===== src/rtl/div_ctrl.sv =====
// Multi-cycle radix-2 restoring divide sequencer for DIV/DIVU.
// Produces {remainder, quotient} after DATA_W+1 cycles, or after one cycle for a zero divisor.
module div_ctrl #(
  parameter int DATA_W = 32,
  parameter int CNT_W  = 6
) (
  input  logic                  clk,
  input  logic                  rst,
  input  logic                  signed_div_i,
  input  logic [DATA_W-1:0]     opdata1_i,
  input  logic [DATA_W-1:0]     opdata2_i,
  input  logic                  start_i,
  input  logic                  annul_i,
  output logic [2*DATA_W-1:0]   result_o,
  output logic                  ready_o,
  output logic                  busy_o
);

  typedef enum logic [1:0] {FREE, BYZERO, ON, END} state_t;

  localparam logic [CNT_W-1:0] LAST = CNT_W'(DATA_W);

  state_t                state;
  logic [CNT_W-1:0]      cnt;
  logic [DATA_W-1:0]     rem_r;
  logic [DATA_W-1:0]     dvd_r;
  logic [DATA_W-1:0]     dvs_r;
  logic                  sgn_r;
  logic                  s1_r;
  logic                  s2_r;

  logic [DATA_W:0]       shifted;
  logic signed [DATA_W:0] trial;

  // Magnitude of a two's complement operand; the most negative value maps onto itself.
  function automatic logic [DATA_W-1:0] mag(input logic [DATA_W-1:0] x, input logic en);
    return (en && x[DATA_W-1]) ? -x : x;
  endfunction

  function automatic logic [DATA_W-1:0] cond_neg(input logic [DATA_W-1:0] x, input logic en);
    return en ? -x : x;
  endfunction

  always_comb begin
    shifted = {rem_r, dvd_r[DATA_W-1]};
    trial   = $signed(shifted - {1'b0, dvs_r});
  end

  always_ff @(posedge clk or negedge rst) begin
    if (!rst) begin
      state    <= FREE;
      cnt      <= '0;
      rem_r    <= '0;
      dvd_r    <= '0;
      dvs_r    <= '0;
      sgn_r    <= 1'b0;
      s1_r     <= 1'b0;
      s2_r     <= 1'b0;
      result_o <= '0;
      ready_o  <= 1'b0;
      busy_o   <= 1'b0;
    end else begin
      case (state)
        FREE: begin
          ready_o  <= 1'b0;
          busy_o   <= 1'b0;
          result_o <= '0;
          if (start_i && !annul_i) begin
            sgn_r  <= signed_div_i;
            s1_r   <= opdata1_i[DATA_W-1];
            s2_r   <= opdata2_i[DATA_W-1];
            busy_o <= 1'b1;
            if (opdata2_i == '0) begin
              state <= BYZERO;
            end else begin
              state <= ON;
              dvd_r <= mag(opdata1_i, signed_div_i);
              dvs_r <= mag(opdata2_i, signed_div_i);
              rem_r <= '0;
              cnt   <= '0;
            end
          end
        end
        BYZERO: begin
          busy_o <= 1'b0;
          if (annul_i) begin
            state <= FREE;
          end else begin
            state    <= END;
            ready_o  <= 1'b1;
            result_o <= '0;
          end
        end
        ON: begin
          if (annul_i) begin
            state  <= FREE;
            busy_o <= 1'b0;
          end else if (cnt == LAST) begin
            state    <= END;
            busy_o   <= 1'b0;
            ready_o  <= 1'b1;
            result_o <= {cond_neg(rem_r, sgn_r && s1_r),
                         cond_neg(dvd_r, sgn_r && (s1_r ^ s2_r))};
          end else begin
            // Quotient bits shift into the vacated low end of the dividend register.
            if (trial >= 0) begin
              rem_r <= trial[DATA_W-1:0];
              dvd_r <= {dvd_r[DATA_W-2:0], 1'b1};
            end else begin
              rem_r <= shifted[DATA_W-1:0];
              dvd_r <= {dvd_r[DATA_W-2:0], 1'b0};
            end
            cnt <= cnt + 1'b1;
          end
        end
        END: begin
          if (annul_i || !start_i) begin
            state    <= FREE;
            ready_o  <= 1'b0;
            result_o <= '0;
          end
        end
        default: state <= FREE;
      endcase
    end
  end

endmodule

===== config.mk =====
export PLATFORM = sky130hd
export DESIGN_NAME = div_ctrl
export DESIGN_NICKNAME = d
export VERILOG_FILES = /design/src/rtl/div_ctrl.sv
export SDC_FILE = /design/constraint.sdc
export NUM_CORES = 1
export LEC_CHECK = 0
export CORE_MARGIN = 5
export CORE_UTILIZATION = 55
export CTS_BUF_LIST = sky130_fd_sc_hd__clkbuf_8
export CTS_CLUSTER_DIAMETER = 30
export DETAILED_ROUTE_END_ITERATION = 10
export HOLD_SLACK_MARGIN = 0.15
export PLACE_DENSITY = 0.83
export SLEW_MARGIN = 20
export SYNTH_ARGS = -nofsm -noshare
export SYNTH_HDL_FRONTEND = slang
export SYNTH_SLANG_ARGS = --single-unit

===== constraint.sdc =====
create_clock -name clk -period 5.9 [get_ports clk]
set_clock_uncertainty 0.2 [all_clocks]
set_input_delay 0.885 -clock clk [delete_from_list [all_inputs] [get_ports clk]]
set_output_delay 0.885 -clock clk [all_outputs]
set_load 0.05 [all_outputs]

Word level (Yosys, flattened, before mapping) --
Cells that the tools add are included.
Operators by class: add/sub/neg operators 6, $lt $le $gt $ge 1, equality and inequality tests 12, mux-type cells 42, bitwise gates (word level) 2, reduce and logical (&&, ||, !) cells 18
Operators by type and width (count):
- 32-bit two-way mux | 13
- 64-bit two-way mux | 4
- 64-bit one-hot mux with 4 select lines | 1
- 32-bit negator | 4
- 32-bit one-hot mux with 2 select lines | 2
- 33-bit by 1-bit >= comparator with 1-bit output, second input constant | 1
- 33-bit by 32-bit subtractor with 33-bit output | 1
- 32-bit logical NOT | 1
- 6-bit two-way mux | 4
- 2-bit inequality test, second input constant | 7
- 2-bit two-way mux | 6
- 6-bit one-hot mux with 2 select lines | 1
- 1-bit two-way mux | 8
- 2-bit one-hot mux with 4 select lines | 1
- 6-bit by 1-bit adder with 6-bit output, second input constant | 1
- 6-bit equality test, second input constant | 1
- 3-bit AND reduction | 2
- 1-bit logical AND | 5
- 5-bit AND reduction | 1
- 2-bit equality test, second input constant | 2
- 1-bit one-hot mux with 4 select lines | 1
- 2-bit AND reduction | 2
- 4-bit AND reduction | 1
- 3-bit inequality test, second input constant | 1
- 9 further kinds | 10
Word-level totals: register bits 173, bits of input ports 69, output and inout bits 66, logic and storage cells 92

Longest topological paths before layout --
Gate-level depths: netlist (run 1).
word-level depth 6, gate-level depth with buffers 13, gate-level depth less buffers 12

Least setup slack after synthesis (run 1) --
OpenSTA, ideal clock, no wires.
kind input port to flip-flop, start input port opdata1_i[8], end register dvd_r[27], library setup time 0.125 ns, data arrival time 2.790 ns, data required time 5.575 ns, slack 2.786 ns, stages 9, buffers on the path 0, cells stage by stage or4_1 > nand4b_2 > nor3_2 > nand3b_1 > nor3_1 > a21oi_1 > xnor2_1 > o21ai_0 > mux2_2
Between the ends: cells in the longest elaborated chain, start to end 5
RTL lines:
- start: declaration | RTL line 10 | input logic [DATA_W-1:0] opdata1_i,
- 32-bit negator | RTL line 37 | return (en && x[DATA_W-1]) ? -x : x;
- 32-bit two-way mux | RTL line 37
- 32-bit two-way mux | RTL line 73 | if (opdata2_i == '0) begin
- 32-bit two-way mux | RTL line 68 | if (start_i && !annul_i) begin
- 32-bit one-hot mux with 2 select lines | RTL line 63 | case (state)
- end signal: assignment | RTL line 77 | dvd_r <= mag(opdata1_i, signed_div_i);
- end signal: assignment | RTL line 108 | dvd_r <= {dvd_r[DATA_W-2:0], 1'b1};
- end signal: assignment | RTL line 111 | dvd_r <= {dvd_r[DATA_W-2:0], 1'b0};
- end: declaration | RTL line 26 | logic [DATA_W-1:0] dvd_r;
Every way passes these cells. The select of a mux whose other input is x is not followed. A chain may end at the register's enable or synchronous reset.

Final worst setup path (run 1) --
start register dvd_r[31], end register rem_r[17]
Between the ends: cells in the longest elaborated chain, start to end 6
RTL lines:
- 33-bit by 32-bit subtractor with 33-bit output * | RTL line 46 | trial = $signed(shifted - {1'b0, dvs_r});
- 33-bit by 1-bit >= comparator with 1-bit output | RTL line 106 | if (trial >= 0) begin
- 32-bit two-way mux * | RTL line 106
- 32-bit two-way mux * | RTL line 98 | end else if (cnt == LAST) begin
- 32-bit two-way mux * | RTL line 95 | if (annul_i) begin
- 32-bit one-hot mux with 2 select lines * | RTL line 63
- end signal: assignment | RTL line 107 | rem_r <= trial[DATA_W-1:0];
- end signal: assignment | RTL line 110 | rem_r <= shifted[DATA_W-1:0];
- end: declaration | RTL line 25 | logic [DATA_W-1:0] rem_r;
Mark *: on every way between the ends. The rest lies on a longest branch, timed or not. The select of a mux whose other input is x is not followed.

==> run summary, run 1 <==
FINAL LAYOUT
------------------------------------------------------------------------------------
Leading cell type in the layout, fill and taps excluded ............... sky130_fd_sc_hd__nand2_1
Diodes inserted .......................................................            0
Filler cell count in the final layout .................................        1,758
Number of nets in the finished design .................................        1,613
Layout cells sized above 1 ............................................       5.159%
Layout overhead on the synthesized area ...............................       15.55%
Top library cells by usage in the layout, fill and taps aside ......... sky130_fd_sc_hd__nand2_1 (232), sky130_fd_sc_hd__o21ai_0 (190), sky130_fd_sc_hd__dfrtp_1 (173)
Number of non-filler instances in the completed layout ................        1,787

CTS
------------------------------------------------------------------------------------
Clock network latency to the later pin of the worst-skew pair .........       470 ps
Total setup buffers inserted after CTS ................................            0
Number of buffers added by the clock tree synthesis step ..............           17
Hold buffers post-CTS .................................................            0
Cts repair resizes ....................................................            0
Maximum buffer depth of the clock tree ................................            2
Clock tree from TritonCTS .............................................         done
# H-tree levels .......................................................            4
Number of clock sinks .................................................          173
Clk pin slew, worst setup/hold paths ..................................       100 ps
Root Buffer ........................................................... sky130_fd_sc_hd__clkbuf_8

FLOORPLAN
------------------------------------------------------------------------------------
Row cnt ...............................................................           53
Number of top-level design ports ......................................          135
Die Outline Area ......................................................   24,260 um2
Die boundary width ....................................................     155.8 um
Vertical die dimension ................................................     155.8 um
Core Area .............................................................   20,960 um2
Starting density of the core ..........................................       55.76%

SETUP PATH
------------------------------------------------------------------------------------
Critical Setup Path Class .............................................      reg2reg
Endpoint type of the worst setup path .................................     register
Endpoint required time on the critical path ...........................      6020 ps
CP arrival ............................................................      4310 ps
Largest driver fanout on the critical path ............................           19
Startpoint types ......................................................     register
Reg2Reg Depth .........................................................           13

GLOBAL ROUTE
------------------------------------------------------------------------------------
Pin count of the biggest net entering global routing ..................           73
Wire length of the first global-routing pass ..........................    49,900 um
Vias in the first global route ........................................       10,069
Overflow left after global routing ....................................            0
Tot GR Track Use ......................................................       24.96%
Number of antenna violations at the first check in global routing .....            0

POWER
------------------------------------------------------------------------------------
Worst voltage drop across the vdd grid ................................     276.8 uV
Clock power share .....................................................         9.4%
Power share of the sequential group ...................................        25.8%
Internal power contribution ...........................................      4168 uW
Combinational fraction of design power ................................        64.8%
Switching power .......................................................      4619 uW
Leakage component of the power ........................................  0.005753 uW
Net Sw Frac ...........................................................       52.57%
Power per cell area ................................................... 650.8 nW/um2

DETAILED ROUTING
------------------------------------------------------------------------------------
Detailed-route DRC error count ........................................            0
Number of nets with antenna violations after detailed routing .........            0
DRT Wirelength ........................................................    30,020 um
Detailed-router iteration count before antenna repair .................            6
Initial drt markers ...................................................        1,112
Via count .............................................................       10,498
Drt wl/cell ...........................................................     16.80 um
DR vias/cell ..........................................................        5.875

STA
------------------------------------------------------------------------------------
Post-route minimum period .............................................      4186 ps
Tightest Pin Transition ...............................................      1051 ps
Final clock period utilization by the worst path ......................       70.94%
Highest achievable clock rate .........................................    238.9 MHz
Number of slew-limit violations in the final report ...................            0
Final Hold Slack ......................................................     202.2 ps
Final setup violation count ...........................................            0
Setup repair after global routing missed its margin ...................           no
Final number of hold-violating endpoints ..............................            0
Remaining max-slew budget at the tightest pin .........................       29.77%
Setup tns final .......................................................         0 ps

SYNTH
------------------------------------------------------------------------------------
Post-synth net total ..................................................        1,521
Synthesized netlist cell count ........................................        1,407
Top flip-flop cell by instance count after synthesis .................. sky130_fd_sc_hd__dfrtp_1
Synthesized area per cell .............................................    8.305 um2
Proportion of netlist area held by the largest area contributor .......       37.05%
Part of the Yosys area used for sequential elements ...................       37.05%
Post-synthesis cell type count ........................................           74
Proportion of synthesized flip-flops having asynchronous set or reset .       100.0%
Synth top area cells .................................................. sky130_fd_sc_hd__dfrtp_1 (37%), sky130_fd_sc_hd__o21ai_0 (8.1%), sky130_fd_sc_hd__nand2_1 (7.5%)
Synthesis warning total ...............................................            0
Number of synthesized register bits ...................................          173
Count of flip-flops with a built-in enable after synthesis ............            0
Netlist Area Pre-Place ................................................   11,680 um2
Area leader, netlist .................................................. sky130_fd_sc_hd__dfrtp_1

PLACEMENT
------------------------------------------------------------------------------------
Port bufs .............................................................          134
HPWL after DPL ........................................................    22,480 um
Final weighted congestion of routability-driven global placement ......       0.9686
Placed Cells ..........................................................        1,755

RUN STATUS
------------------------------------------------------------------------------------
Run status ............................................................ finished clean

RUN
------------------------------------------------------------------------------------
Max-cap violations ....................................................            0

MIN PATH
------------------------------------------------------------------------------------
HP Class ..............................................................     in2async

==> path summary, 6_finish.rpt <==
| check | start | endpoint | slack [ps] |
|---|---|---|---|
| worst max-delay path | dvd_r[31]$_DFFE_PN0P_ | rem_r[17]$_DFFE_PN0P_ | 1710 |
| worst min-delay path | rst | busy_o$_DFFE_PN0P_ | 200 |
| worst max register to register | dvd_r[31]$_DFFE_PN0P_ | rem_r[17]$_DFFE_PN0P_ | 1710 |
| worst min register to register | result_o[56]$_DFFE_PN0P_ | result_o[56]$_DFFE_PN0P_ | 280 |
| max in group asynchronous | rst | result_o[40]$_DFFE_PN0P_ | 4120 |
| min in group clk | result_o[56]$_DFFE_PN0P_ | result_o[56]$_DFFE_PN0P_ | 280 |
==> power groups by stage <==
| stage | sequential, uW | clock, uW | combinational [uW] |
|---|---|---|---|
| detailed placement | 2260 | 0 | 5610 |
| floorplan | 2650 | 0 | 3800 |
| global route | 2330 | 883 | 6250 |
| CTS | 2240 | 836 | 5660 |
| global placement | 2230 | 0 | 5460 |
| finish | 2270 | 823 | 5700 |
==> cell families (layout without fill, tap and decap cells) <==
| logic type | count (synthesis) | in the layout | synth area share (%) |
|---|---|---|---|
| xor+xnor | 143 | 143 | 10.88 |
| compound gates | 412 | 412 | 20.82 |
| fa+ha+maj | 45 | 45 | 4.883 |
| buf+inv | 133 | 238 | 4.936 |
| mux | 35 | 35 | 3.062 |
| flops | 173 | 173 | 37.05 |
| simple gates | 466 | 466 | 18.37 |
==> metal layers <==
metal  track usage, %  vias up  part of all wire, %
met5                0        -                    0
met4            7.295        0                  2.1
met3            3.745       63                  7.3
met2            39.42      404                   46
met1            35.90     4945                   45
li1                 -     5086                    -
==> stage by stage <==
stage                     setup WS (ps)  utilization, %  cell area (um2)  power (uW)
after global placement             1668           62.57            13110        7692
after global routing               1553           64.43            13500        9467
after CTS                          1736           64.43            13500        8734
final                              1714           64.43            13500        8787
after detailed placement           1547           62.57            13110        7871
after floorplan                    2786               -            11690        6455
==> registers in the layout, indices dropped and copies added (netlist names) <==
name      count
rem_r        32
dvs_r        32
dvd_r        32
s2_r          1
state         2
ready_o       1
cnt           6
s1_r          1
sgn_r         1
busy_o        1
result_o     64
==> synthesized netlist by cell type, types with 7 or more instances <==
library cell / instances
sky130_fd_sc_hd__buf_2: 15
sky130_fd_sc_hd__nor2_1: 92
sky130_fd_sc_hd__a21o_1: 9
sky130_fd_sc_hd__and3_1: 14
sky130_fd_sc_hd__or3_1: 14
sky130_fd_sc_hd__nor4_1: 12
sky130_fd_sc_hd__dfrtp_1: 173
sky130_fd_sc_hd__o21ai_0: 190
sky130_fd_sc_hd__nand2_1: 232
sky130_fd_sc_hd__o21ai_1: 13
sky130_fd_sc_hd__mux2i_1: 29
sky130_fd_sc_hd__ha_1: 44
sky130_fd_sc_hd__o21a_1: 7
sky130_fd_sc_hd__a21oi_1: 108
sky130_fd_sc_hd__or4_1: 7
sky130_fd_sc_hd__nor3_1: 18
sky130_fd_sc_hd__a31oi_1: 14
sky130_fd_sc_hd__buf_4: 7
sky130_fd_sc_hd__xnor2_1: 71
sky130_fd_sc_hd__clkbuf_1: 40
sky130_fd_sc_hd__nand4_1: 9
sky130_fd_sc_hd__o31ai_1: 20
sky130_fd_sc_hd__inv_1: 62
sky130_fd_sc_hd__xor2_1: 71
sky130_fd_sc_hd__and2_1: 8
sky130_fd_sc_hd__nor2b_1: 11
sky130_fd_sc_hd__nand3_1: 17
==> final cells by class <==
cell class | instances | area (um2) | share of cell area (%)
multi-input cells | 1101 | 6792 | 50.30
flip-flops and latches | 173 | 4329 | 32.06
repair buffers | 143 | 1410 | 10.44
well taps | 275 | 344.1 | 2.548
clock buffers | 18 | 247.7 | 1.835
inverters | 63 | 236.5 | 1.751
clock inverters | 14 | 142.6 | 1.056
==> worst max-delay path: stages, from the launching register on <==
cell and delay [ps]:
sky130_fd_sc_hd__dfrtp_1 470, sky130_fd_sc_hd__inv_1 100, sky130_fd_sc_hd__ha_1 240, sky130_fd_sc_hd__fa_1 420
sky130_fd_sc_hd__nor2b_1 130, sky130_fd_sc_hd__o21a_1 170, sky130_fd_sc_hd__a31o_2 230, sky130_fd_sc_hd__a21o_1 210
sky130_fd_sc_hd__a311oi_4 180, sky130_fd_sc_hd__o21ai_4 320, sky130_fd_sc_hd__xor2_4 600, sky130_fd_sc_hd__buf_4 390
sky130_fd_sc_hd__mux2i_1 270, sky130_fd_sc_hd__o22ai_1 100
Note: power is estimated with default switching activity, not from simulation.
==> run 2: changes to the inputs <==
- CORE_UTILIZATION: 55 -> 53
- clock period: 5.9 -> 3.74 ns (I/O delays scaled with it)
==> run 2 against run 1 <==
Worst hold slack improved by 84 ps. Die area rose by 3.5%. Combinational power rose by 69%. Sequential share of layout area fell by 0.90 points. Non-clock buffer count rose by 40. Maximum frequency rose by 19%. Core utilization fell by 0.59 points. Via count rose by 1.9%. Register-to-register slack got worse by 1500 ps.
==> run summary, run 2 (synthesis gave the netlist of run 1 again) <==
POWER
--------------------------------------------------------------------------------
Worst voltage drop across the vdd grid ............................     421.1 uV
Leakage component of the power ....................................  0.005985 uW
Power per cell area ...............................................  1037 nW/um2

DETAILED ROUTING
--------------------------------------------------------------------------------
DR vias/cell ......................................................        5.840
DRT Wirelength ....................................................    30,970 um
Number of nets with antenna violations after detailed routing .....            0
Detailed-router iteration count before antenna repair .............            5
Via count .........................................................       10,698
Initial drt markers ...............................................          851
Detailed-route DRC error count ....................................            0
Drt wl/cell .......................................................     16.90 um

FLOORPLAN
--------------------------------------------------------------------------------
Row cnt ...........................................................           54
Die boundary width ................................................     158.5 um
Core Area .........................................................   21,760 um2
Die Outline Area ..................................................   25,120 um2
Number of top-level design ports ..................................          135
Starting density of the core ......................................       53.71%
Vertical die dimension ............................................     158.5 um

CTS
--------------------------------------------------------------------------------
Number of clock sinks .............................................          173
# H-tree levels ...................................................            4
Clock network latency to the later pin of the worst-skew pair .....       480 ps
Clock tree from TritonCTS .........................................         done
Number of buffers added by the clock tree synthesis step ..........           17
Root Buffer ....................................................... sky130_fd_sc_hd__clkbuf_8
Maximum buffer depth of the clock tree ............................            2
Clk pin slew, worst setup/hold paths ..............................       100 ps
Cts repair resizes ................................................            0

STA
--------------------------------------------------------------------------------
Final number of hold-violating endpoints ..........................            0
Final clock period utilization by the worst path ..................       93.70%
Post-route minimum period .........................................      3504 ps
Highest achievable clock rate .....................................    285.4 MHz
Remaining max-slew budget at the tightest pin .....................       48.44%
Number of slew-limit violations in the final report ...............            0
Setup repair after global routing missed its margin ...............           no
Setup tns final ...................................................         0 ps
Tightest Pin Transition ...........................................     771.5 ps
Smallest setup slack after layout .................................     235.7 ps
Final setup violation count .......................................            0

FINAL LAYOUT
--------------------------------------------------------------------------------
Layout overhead on the synthesized area ...........................       18.87%
Diodes inserted ...................................................            0
Number of non-filler instances in the completed layout ............        1,832
Leading cell type in the layout, fill and taps excluded ........... sky130_fd_sc_hd__nand2_1
Final Util ........................................................       63.84%
Multi-input logic area ............................................     6792 um2
Filler cell count in the final layout .............................        1,870
Cell area after layout ............................................   13,890 um2
Total area of sequential cells ....................................     4329 um2
Layout cells sized above 1 ........................................       7.539%
Top library cells by usage in the layout, fill and taps aside ..... sky130_fd_sc_hd__nand2_1 (232), sky130_fd_sc_hd__o21ai_0 (190), sky130_fd_sc_hd__dfrtp_1 (173)
Largest register by flop count ....................................     result_o
Largest register FFs ..............................................           64
Number of nets in the finished design .............................        1,653

SETUP PATH
--------------------------------------------------------------------------------
CP delay by family, top ........................................... compound AO/OA/AOI/OAI gates
Critical path buffers and inverters ...............................            2
CP arrival ........................................................      3660 ps
Startpoint types ..................................................     register
Largest driver fanout on the critical path ........................            9
Cell type of the slowest stage on the worst timing path ........... sky130_fd_sc_hd__fa_1
Endpoint required time on the critical path .......................      3890 ps
Cells traversed along the worst timing path ....................... inv_1, ha_1, fa_1, nor2b_1, o21a_1, a31o_2, a21o_1, a311oi_4, o21ai_4, xor2_4, buf_4, mux2i_1, o21ai_0
Max stage delay on crit path ......................................       420 ps
Critical Setup Path Class .........................................      reg2reg
Endpoint type of the worst setup path .............................     register

PLACEMENT
--------------------------------------------------------------------------------
Placed Cells ......................................................        1,798
Final weighted congestion of routability-driven global placement ..       0.9595
Port bufs .........................................................          134
Placed standard-cell area .........................................   13,450 um2
Worst slack after detailed placement ..............................     82.15 ps
HPWL after DPL ....................................................    24,120 um

MIN PATH
--------------------------------------------------------------------------------
HP Class ..........................................................      reg2reg

GLOBAL ROUTE
--------------------------------------------------------------------------------
Tot GR Track Use ..................................................       25.11%
Pin count of the biggest net entering global routing ..............           72
Number of antenna violations at the first check in global routing .            0
Wire length of the first global-routing pass ......................    50,890 um
Vias in the first global route ....................................       10,111
Overflow left after global routing ................................            0

RUN STATUS
--------------------------------------------------------------------------------
Run status ........................................................ finished clean

RUN
--------------------------------------------------------------------------------
Max-cap violations ................................................            0

[run 2: layout make-up]
| type | count | area share [%] |
|---|---|---|
| sequential | 173 | 31.17 |
| clock inverter | 15 | 1.243 |
| tap | 280 | 2.522 |
| clock buffer | 17 | 1.685 |
| inverter | 63 | 1.703 |
| timing repair buffer | 183 | 12.78 |
| multi-input combinational | 1101 | 48.90 |
[run 2: tightest hold or removal path, stage by stage, from the launching register on]
cell                      delay, ps
sky130_fd_sc_hd__dfrtp_1        350
sky130_fd_sc_hd__nand2_1         50
sky130_fd_sc_hd__o21ai_0         60
[run 2: report_power, final]
part           internal [uW]  total (uW)  switching (uW)
clock network            509        1320             811
registers               2650        3440             789
logic                   3760        9640            5880
[run 2: final timing paths]
kind,start,depth (start not counted),slack (ps),to
max,dvd_r[31]$_DFFE_PN0P_,13,240,rem_r[20]$_DFFE_PN0P_
min,result_o[43]$_DFFE_PN0P_,2,290,result_o[43]$_DFFE_PN0P_
max reg2reg,dvd_r[31]$_DFFE_PN0P_,13,240,rem_r[20]$_DFFE_PN0P_
min reg2reg,result_o[43]$_DFFE_PN0P_,2,290,result_o[43]$_DFFE_PN0P_
max in group asynchronous,rst,3,1990,dvs_r[24]$_DFFE_PN0P_
min in group asynchronous,rst,2,410,dvd_r[4]$_DFFE_PN0P_
[run 2: per-layer routing]
metal | vias to the layer above | track usage, % | share of wire [%]
li1 | 5179 | - | -
met1 | 5065 | 36.32 | 45
met2 | 399 | 39.46 | 44
met3 | 55 | 3.534 | 8.2
met4 | 0 | 7.474 | 2.4
met5 | - | 0 | 0
[run 2: timing repair]
item | CTS | global route
setup buffers | 0 | 0
hold buffers | 1 | 0
endpoints found under the hold margin | 61 | 0
[run 2: through the flow]
stage | power (uW) | hold slack, ps
final | 14410 | 286.0
after global routing | 15500 | 324.4
after detailed placement | 12980 | 269.2
after floorplan | 10180 | 65.41
after global placement | 12740 | 260.4
after CTS | 14320 | 293.6
==> run 3: changes to the inputs <==
- CORE_UTILIZATION: 53 -> 43
- PLACE_DENSITY: 0.83 -> 0.7
==> run 3 against run 2 <==
Critical endpoint is now rem_r[7]$_DFFE_PN0P_. Critical path type unchanged. Routed wire length barely moved. Cell area rose by 0.16%. Sequential share of layout area fell by 0.050 points. Sequential power is essentially flat.
==> run summary, run 3 (synthesis gave the netlist of run 1 again) <==
FLOORPLAN
--------------------------------------------------------------------------------
Row cnt ...........................................................           60
Vertical die dimension ............................................     174.8 um
Die boundary width ................................................     174.8 um
Core Area .........................................................   26,880 um2
Starting density of the core ......................................       43.48%
Number of top-level design ports ..................................          135
Die Outline Area ..................................................   30,570 um2

STA
--------------------------------------------------------------------------------
Final setup violation count .......................................            0
Highest achievable clock rate .....................................    283.8 MHz
Remaining max-slew budget at the tightest pin .....................       47.98%
Number of slew-limit violations in the final report ...............            0
Final clock period utilization by the worst path ..................       94.23%
Setup repair after global routing missed its margin ...............           no
Final number of hold-violating endpoints ..........................            0
Tightest Pin Transition ...........................................     778.4 ps
Post-route minimum period .........................................      3524 ps

FINAL LAYOUT
--------------------------------------------------------------------------------
Layout overhead on the synthesized area ...........................       19.06%
Number of nets in the finished design .............................        1,644
Leading cell type in the layout, fill and taps excluded ........... sky130_fd_sc_hd__nand2_1
Filler cell count in the final layout .............................        2,572
Layout cells sized above 1 ........................................       6.999%
Largest register FFs ..............................................           64
Top library cells by usage in the layout, fill and taps aside ..... sky130_fd_sc_hd__nand2_1 (232), sky130_fd_sc_hd__o21ai_0 (190), sky130_fd_sc_hd__dfrtp_1 (173)
Largest register by flop count ....................................     result_o
Number of non-filler instances in the completed layout ............        1,885

CTS
--------------------------------------------------------------------------------
Clk pin slew, worst setup/hold paths ..............................       110 ps
Maximum buffer depth of the clock tree ............................            2
Root Buffer ....................................................... sky130_fd_sc_hd__clkbuf_8
Clock tree from TritonCTS .........................................         done
Total setup buffers inserted after CTS ............................            0
Clock network latency to the later pin of the worst-skew pair .....       470 ps
Hold buffers post-CTS .............................................            1
# H-tree levels ...................................................            4
Number of buffers added by the clock tree synthesis step ..........           17
Cts repair resizes ................................................            0
Number of clock sinks .............................................          173

SETUP PATH
--------------------------------------------------------------------------------
CP arrival ........................................................      3670 ps
Cell type of the slowest stage on the worst timing path ........... sky130_fd_sc_hd__dfrtp_1
Startpoint types ..................................................     register
Largest driver fanout on the critical path ........................           16
Critical Setup Path Class .........................................      reg2reg
Max stage delay on crit path ......................................       430 ps
Endpoint type of the worst setup path .............................     register
Endpoint required time on the critical path .......................      3880 ps
Cells traversed along the worst timing path ....................... inv_1, ha_1, fa_1, nor2b_1, o21a_1, a31o_2, a21o_1, a311oi_4, o21ai_4, xor2_4, buf_4, mux2i_1, o21ai_0

GLOBAL ROUTE
--------------------------------------------------------------------------------
Tot GR Track Use ..................................................       20.33%
Vias in the first global route ....................................        9,925
Pin count of the biggest net entering global routing ..............           76
Overflow left after global routing ................................            0
Number of antenna violations at the first check in global routing .            1
Wire length of the first global-routing pass ......................    51,180 um

POWER
--------------------------------------------------------------------------------
Sum of internal, switching and leakage power ......................    14,130 uW
Worst voltage drop across the vdd grid ............................     408.3 uV
Leakage component of the power ....................................  0.005949 uW
Power per cell area ...............................................  1016 nW/um2

PLACEMENT
--------------------------------------------------------------------------------
Final weighted congestion of routability-driven global placement ..       0.9187
Port bufs .........................................................          134
HPWL after DPL ....................................................    24,020 um
Placed Cells ......................................................        1,851

DETAILED ROUTING
--------------------------------------------------------------------------------
Via count .........................................................       10,290
Detailed-router iteration count before antenna repair .............            7
Number of nets with antenna violations after detailed routing .....            0
Drt wl/cell .......................................................     16.42 um
Initial drt markers ...............................................          863
Detailed-route DRC error count ....................................            0
DRT Wirelength ....................................................    30,950 um
DR vias/cell ......................................................        5.459

RUN STATUS
--------------------------------------------------------------------------------
Run status ........................................................ finished clean

MIN PATH
--------------------------------------------------------------------------------
HP Class ..........................................................      reg2reg

RUN
--------------------------------------------------------------------------------
Max-cap violations ................................................            0

## run 3: worst max-delay path: cells and delay by family, from the launching register on
family,cells,cell delay (ps)
AO/OA/AOI/OAI,6,1150
adder cells (fa/ha/maj),2,650
flip-flops,1,430
buffers and inverters,2,400
multiplexers,1,230
XOR/XNOR,1,200
AND/OR/NAND/NOR,1,130
## run 3: power by group
part           leakage (uW)  total (uW)  internal, uW  switching [uW]
combinational       0.00346        9310          3630            5670
clock              0.000211        1380           523             858
sequential          0.00228        3440          2650             788
total               0.00595       14100          6810            7320
## run 3: worst paths after layout
check	endpoint	startpoint	slack (ps)	cells past startpoint
max reg2reg	rem_r[7]$_DFFE_PN0P_	dvd_r[31]$_DFFE_PN0P_	220	13
min reg2reg	result_o[57]$_DFFE_PN0P_	result_o[57]$_DFFE_PN0P_	290	2
max in group asynchronous	rem_r[16]$_DFFE_PN0P_	rst	1970	3
min	result_o[57]$_DFFE_PN0P_	result_o[57]$_DFFE_PN0P_	290	2
min in group asynchronous	dvd_r[4]$_DFFE_PN0P_	rst	490	2
max	rem_r[7]$_DFFE_PN0P_	dvd_r[31]$_DFFE_PN0P_	220	13
## run 3: cell type report
class,instances,area (um2),share of cell area (%)
well taps,341,426.7,3.067
flip-flops and latches,173,4329,31.12
inverters,63,236.5,1.700
clock buffers,17,234.0,1.682
repair buffers,174,1708,12.28
multi-input cells,1101,6792,48.82
clock inverters,15,183.9,1.322
diodes,1,2.502,0.01799
## run 3: routing by layer
layer  up-vias  wire, um  track usage (%)
met5         -         0                0
met4         0       397            4.714
met3        30      1487            3.851
met2       236     13740            31.01
met1      4871     15330            30.04
li1       5153         -                -
## run 3: per-stage QoR
stage / hold slack (ps) / util, % / setup WS [ps] / TNS (ps) / instance area, um2
2_1_floorplan: 65.41 / - / 733.0 / 0 / 11690
3_3_place_gp: 260.8 / 50.16 / 170.0 / 0 / 13480
3_5_place_dp: 269.4 / 50.16 / -33.95 / -33.95 / 13480
4_1_cts: 292.7 / 51.76 / 213.1 / 0 / 13910
5_1_grt: 316.7 / 51.76 / 4.384 / 0 / 13910
6_report: 285.9 / 51.76 / 215.8 / 0 / 13910
